**src/rtl/if_fetch.sv**
```systemverilog
// Instruction fetch stage: PC register, single-outstanding SRAM-like request, one-entry decode slot.
// Define FETCH_ALIGN_CHECK_EN to raise if_adel for a misaligned PC instead of fetching it.
module if_fetch #(
  parameter logic [31:0] RESET_PC   = 32'hBFC0_0000,
  parameter logic [31:0] EXC_VECTOR = 32'h8000_0180
) (
  input  logic        clk,
  input  logic        resetn,
  output logic        inst_req,
  output logic [31:0] inst_addr,
  input  logic        inst_addr_ok,
  input  logic        inst_data_ok,
  input  logic [31:0] inst_rdata,
  input  logic        redirect_valid,
  input  logic [31:0] redirect_pc,
  input  logic        ex_flush,
  input  logic        id_allowin,
  output logic        if_valid,
  output logic [31:0] if_pc,
  output logic [31:0] if_pc_4,
  output logic [31:0] if_inst,
  output logic        if_adel
);

  typedef enum logic {S_REQ, S_WAIT} state_t;

  state_t      state_reg, state_next;
  logic [31:0] pc_reg, pc_next;
  logic        cancel_reg, cancel_next;
  logic        if_valid_reg, if_valid_next;
  logic [31:0] if_pc_reg, if_pc_next;
  logic [31:0] if_inst_reg, if_inst_next;
`ifdef FETCH_ALIGN_CHECK_EN
  logic        if_adel_reg, if_adel_next;
`endif

  logic        redirect;
  logic [31:0] redirect_target;
  logic        slot_free;
  logic        misaligned;
  logic        req_c;
  logic        accept;

  assign redirect        = ex_flush | redirect_valid;
  assign redirect_target = ex_flush ? EXC_VECTOR : redirect_pc;
  assign slot_free       = !if_valid_reg || id_allowin;
`ifdef FETCH_ALIGN_CHECK_EN
  assign misaligned      = (pc_reg[1:0] != 2'b00);
`else
  assign misaligned      = 1'b0;
`endif
  assign req_c           = (state_reg == S_REQ) && slot_free && !misaligned;
  assign accept          = req_c && inst_addr_ok;

  always_ff @(posedge clk) begin
    if (!resetn) begin
      state_reg    <= S_REQ;
      pc_reg       <= RESET_PC;
      cancel_reg   <= 1'b0;
      if_valid_reg <= 1'b0;
      if_pc_reg    <= 32'h0;
      if_inst_reg  <= 32'h0;
`ifdef FETCH_ALIGN_CHECK_EN
      if_adel_reg  <= 1'b0;
`endif
    end else begin
      state_reg    <= state_next;
      pc_reg       <= pc_next;
      cancel_reg   <= cancel_next;
      if_valid_reg <= if_valid_next;
      if_pc_reg    <= if_pc_next;
      if_inst_reg  <= if_inst_next;
`ifdef FETCH_ALIGN_CHECK_EN
      if_adel_reg  <= if_adel_next;
`endif
    end
  end

  always_comb begin
    state_next    = state_reg;
    pc_next       = pc_reg;
    cancel_next   = cancel_reg;
    if_valid_next = if_valid_reg;
    if_pc_next    = if_pc_reg;
    if_inst_next  = if_inst_reg;
`ifdef FETCH_ALIGN_CHECK_EN
    if_adel_next  = if_adel_reg;
`endif

    if (if_valid_reg && id_allowin)
      if_valid_next = 1'b0;

    case (state_reg)
      S_REQ: begin
        if (accept)
          state_next = S_WAIT;
`ifdef FETCH_ALIGN_CHECK_EN
        // Misaligned PC parks here, re-presenting the fault until redirected.
        if (misaligned && slot_free && !redirect) begin
          if_valid_next = 1'b1;
          if_pc_next    = pc_reg;
          if_inst_next  = 32'h0;
          if_adel_next  = 1'b1;
        end
`endif
      end
      S_WAIT: begin
        if (inst_data_ok) begin
          state_next  = S_REQ;
          cancel_next = 1'b0;
          if (!cancel_reg && !redirect) begin
            if_valid_next = 1'b1;
            if_pc_next    = pc_reg;
            if_inst_next  = inst_rdata;
`ifdef FETCH_ALIGN_CHECK_EN
            if_adel_next  = 1'b0;
`endif
            pc_next       = pc_reg + 32'd4;
          end
        end
      end
      default: state_next = S_REQ;
    endcase

    // A redirect leaves a response in flight unless it returns this very cycle.
    if (redirect) begin
      pc_next       = redirect_target;
      if_valid_next = 1'b0;
      if (((state_reg == S_WAIT) && !inst_data_ok) || accept)
        cancel_next = 1'b1;
    end
  end

  assign inst_req  = req_c;
  assign inst_addr = pc_reg;
  assign if_valid  = if_valid_reg;
  assign if_pc     = if_pc_reg;
  assign if_pc_4   = if_pc_reg + 32'd4;
  assign if_inst   = if_inst_reg;
`ifdef FETCH_ALIGN_CHECK_EN
  assign if_adel   = if_adel_reg;
`else
  assign if_adel   = 1'b0;
`endif

endmodule

```
**config.mk**
```make
export PLATFORM = sky130hd
export DESIGN_NAME = if_fetch
export DESIGN_NICKNAME = d
export VERILOG_FILES = /design/src/rtl/if_fetch.sv
export SDC_FILE = /design/constraint.sdc
export NUM_CORES = 1
export LEC_CHECK = 0
export ABC_AREA = 1
export BUFFER_PORTS_ARGS = -buffer_cell sky130_fd_sc_hd__clkbuf_2
export CAP_MARGIN = 10
export CORE_ASPECT_RATIO = 0.9
export CORE_UTILIZATION = 54
export DETAILED_ROUTE_END_ITERATION = 7
export PLACE_DENSITY = 0.91
export RECOVER_POWER = 50
export SYNTH_ARGS = -nofsm -noshare
export SYNTH_HDL_FRONTEND = slang
export SYNTH_SLANG_ARGS = --single-unit
```
**constraint.sdc**
```tcl
create_clock -name clk -period 2.7 [get_ports clk]
set_clock_uncertainty 0.2 [all_clocks]
set_input_delay 0.27 -clock clk [delete_from_list [all_inputs] [get_ports clk]]
set_output_delay 0.27 -clock clk [all_outputs]
set_load 0.05 [all_outputs]
```
# After elaboration in Yosys (flattened, before gate mapping)
# Index checks and enable logic that the tools add are counted.
# W data, S select, Z words.
# word_totals
wordCells	44
inputBits	71
register_bits	99
# classes
bitwise	3
n_mux	16
reduce_logical	17
addsub	2
# op_table
op	count
$mux W32	5
$add A32 B3 Y32 const B	2
$mux W1	10
$reduce_and A3 Y1	2
$reduce_bool A2 Y1	3
$logic_and A1 B1 Y1	5
$logic_not A1 Y1	4
$logic_or A1 B1 Y1	2
$not A1 Y1	2
$pmux W1 S2	1
$reduce_or A2 Y1	1
$or A1 B1 Y1	1

# Longest topological paths before layout
# logic_depth
ltp_word	7
depth_mapped	12

# Least setup slack after synthesis
# OpenSTA, ideal clock, no wires.
# synth_timing
path_kind	reg-to-output
start	register if_pc_reg[3], in the netlist if_pc[3]
end	output if_pc_4[24]
arrival_ps	2490
required_ps	2230
slack_ps	-260
n_path_buf	0
stages_incl_launch_ff	10
cell_sequence	dfxtp_1 -> ha_1 -> nand2_1 -> inv_2 -> nand3_2 -> nor2_4 -> nand3_4 -> nor2_4 -> nand2_2 -> xnor2_1
# synth_via
elab_chain_cells	1
# synth_rtl
element	line	source
from (decl)	31	logic [31:0] if_pc_reg, if_pc_next;
from (signal assigned)	71	if_pc_reg <= if_pc_next;
$add A32 B3 Y32	138	assign if_pc_4 = if_pc_reg + 32'd4;
to (decl)	20	output logic [31:0] if_pc_4,
# Every way passes these cells.

# Worst setup path after layout
# Ends and elaborated chain as after synthesis.

==> flow_summary.json <==
{
  "rr_endpoint": "if_inst[8]",
  "leakagePower_nw": 3.45,
  "cts-root-buf": "clkbuf_8",
  "numCtsBuffers": 9,
  "worstMarginPinSlew_ps": 1310,
  "drc": 0,
  "clockBufferDepth": 2,
  "critPathKind": "flip-flop to output port",
  "grt_pass1_wl_mm": 27.8,
  "grt_overflow": 0,
  "layout_min_cycle_time_ps": 2610,
  "finalCritPeriodShare_pct": 96.6,
  "worst_ep_arrival_time_ps": 2140,
  "place_congestion": 0.982,
  "cp_cell_sequence": "ha_2 > nand2_1 > inv_2 > nand3_2 > nor2_4 > nand3_4 > nor2_4 > nand2_2 > xnor2_2 > buf_6",
  "cp.depth": 10,
  "cts_max_level": 3,
  "grtUsageMet3_pct": 7.18,
  "power_mw": 3.25,
  "start_util_pct": 55.4,
  "dieArea_mm2": 0.0103,
  "ys_types": 36,
  "io_buffers": 200,
  "antenna_cells": 0,
  "synth.ff_latch_count": 99,
  "die_w_um": 107,
  "path_delay_family": "simple AND/OR/NAND/NOR gates",
  "wl_mm": 18.1,
  "fmax_ghz": 0.383,
  "syn_inst": 802,
  "clk_pin_slew_ps": 110,
  "detailedRoute.firstIterationViolations": 528,
  "reg2reg_depth": 5,
  "r2r_start": "state_reg",
  "setup.worst_path.start": "if_pc[3]",
  "synth_nets": 875,
  "maxSlewHeadroom_pct": 12.9,
  "avgSynthCellArea_um2": 6.67,
  "path_max_fanout": 5,
  "grt_use_total_pct": 34.4,
  "cp.required_ps": 2230,
  "final_util_pct": 75.2,
  "r2r_slack_ps": 650,
  "antenna_found_initial": 0,
  "layout-drive-gt1-share_pct": 25.0,
  "vias": 6379,
  "syn_area_mm2": 0.00535,
  "yosys_warnings": 0,
  "rsz0062_at_grt": "yes",
  "final_common_cell": "nand2_1",
  "nNetsFinal": 1114,
  "insertion_delay_ps": 380,
  "drt-pass1-iter-count": 6,
  "grt_max_degree": 78,
  "max_stage_delay_ps": 390,
  "area_growth_pct": 35.8,
  "status": "finished clean",
  "cts_tree": "built",
  "stdcell_count": 1172,
  "die_h_um": 96.4,
  "ios": 202,
  "grt.met1_usage_pct": 43.6,
  "pwr_density_cell_mw_per_mm2": 447,
  "busiest_layer": "met2",
  "crit_buf_inv": 2,
  "hold_violations": 0,
  "ant_nets": 0,
  "placed_cells": 1099,
  "grt_pass1_vias": 5758,
  "endpoint_kind": "output port",
  "use_met2_pct": 57.6,
  "finalSetupTns_ps": 0,
  "worst_path_most_repeated_cell": "nor2_4",
  "vias_per_cell": 5.44,
  "wl_per_cell_um": 15.4,
  "ir_worst_vdd_v": 0.000374,
  "slew_violations": 0,
  "worst_path_max_delay_cell": "dfxtp_4",
  "post-dp-hpwl_mm": 12.0,
  "setup_viol": 0,
  "ys_seq_area_share_pct": 37.0,
  "endpoint": "if_pc_4[24]",
  "final_cell_mix": "nand2_1, clkbuf_2, nor2_1",
  "clock-sinks": 99,
  "core-area_mm2": 0.00966,
  "min_path_type": "primary input to flip-flop",
  "maxCapViolations": 0,
  "crit_path_start_kind": "flip-flop",
  "num_rows": 34
}
==> kinds of logic after synthesis <==
group	count (synthesis)	share of synthesized area (%)
xor+xnor	30	4.91
flops	99	37.0
buf+inv	96	7.48
simple gates	421	35.3
other cells	1	0.0701
compound gates	153	14.7
fa+ha+maj	2	0.468
==> power by group <==
group,switching [mW],leakage [nW],internal (mW)
sequential,0.0767,0.809,1.51
combinational,0.442,2.54,0.198
clock,0.573,0.102,0.445
==> Yosys cell counts, drive strengths merged <==
cell | n | area [µm²]
nand2 | 196 | 768
nor2 | 161 | 709
dfxtp | 99 | 1980
o21ai | 94 | 470
inv | 58 | 218
a21oi | 47 | 235
nand3 | 31 | 183
clkbuf | 19 | 71.3
buf | 18 | 108
xor2 | 17 | 149
nand4 | 16 | 100
xnor2 | 13 | 114
nor3 | 11 | 80.1
a31oi | 7 | 43.8
nand3b | 3 | 22.5
o211ai | 3 | 22.5
ha | 2 | 25.0
nor4 | 2 | 18.8
a211oi | 1 | 7.51
a21o | 1 | 7.51
clkinv | 1 | 3.75
conb | 1 | 3.75
nor3b | 1 | 7.51
==> routing by layer <==
metal,routed length [µm],up-vias
met2,8570,337
met4,504,0
li1,-,3062
met5,0,-
met1,7490,2934
met3,1490,46
==> worst reg2reg max path: stages (launching register included) <==
cell and delay (ps):
dfxtp_1 410, nand3_2 200, nor2_4 140, buf_4 540, o21ai_0 270, nor2_1 210
==> worst min path at each step <==
| stage | from | end | slack, ps | depth (start not counted) |
|---|---|---|---|---|
| 6_report | redirect_pc[12] | inst_addr[12] | 6 | 5 |
| 5_1_grt | redirect_pc[12] | inst_addr[12] | 20 | 5 |
| 4_1_cts | redirect_pc[12] | inst_addr[12] | 0.7 | 5 |
| 3_5_place_dp | cancel_reg | cancel_reg | 270 | 2 |
| 3_3_place_gp | cancel_reg | cancel_reg | 260 | 2 |
| 2_1_floorplan | inst_rdata[13] | if_inst[13] | 200 | 2 |
==> per-stage QoR <==
stage / worst slack, ps / hold WS (ps) / cell area [µm²]
after floorplan: 11.6 / 205 / 5450
after global placement: 474 / 264 / 6490
after detailed placement: 394 / 267 / 6490
after CTS: 13.3 / 0.697 / 7250
after global routing: -21.4 / 19.5 / 7270
final: 90.5 / 5.59 / 7270
==> final cells by class <==
type                            instances  area, µm²
Inverter                               59        221
Multi-Input combinational cell        607       3090
Clock buffer                            9        124
Tap cell                              126        158
Timing Repair Buffer                  265       1600
Fill cell                             722       2390
Clock inverter                          7       83.8
Sequential cell                        99       1990
==> repair_timing <==
action	4_1_cts	5_1_grt
buffers inserted	0	3
resized for setup	3	20
pin swaps	0	2
hold buffers	54	0
setup endpoints to repair	3	14
hold endpoints to repair	55	0
Note: power is estimated with default switching activity, not from simulation.
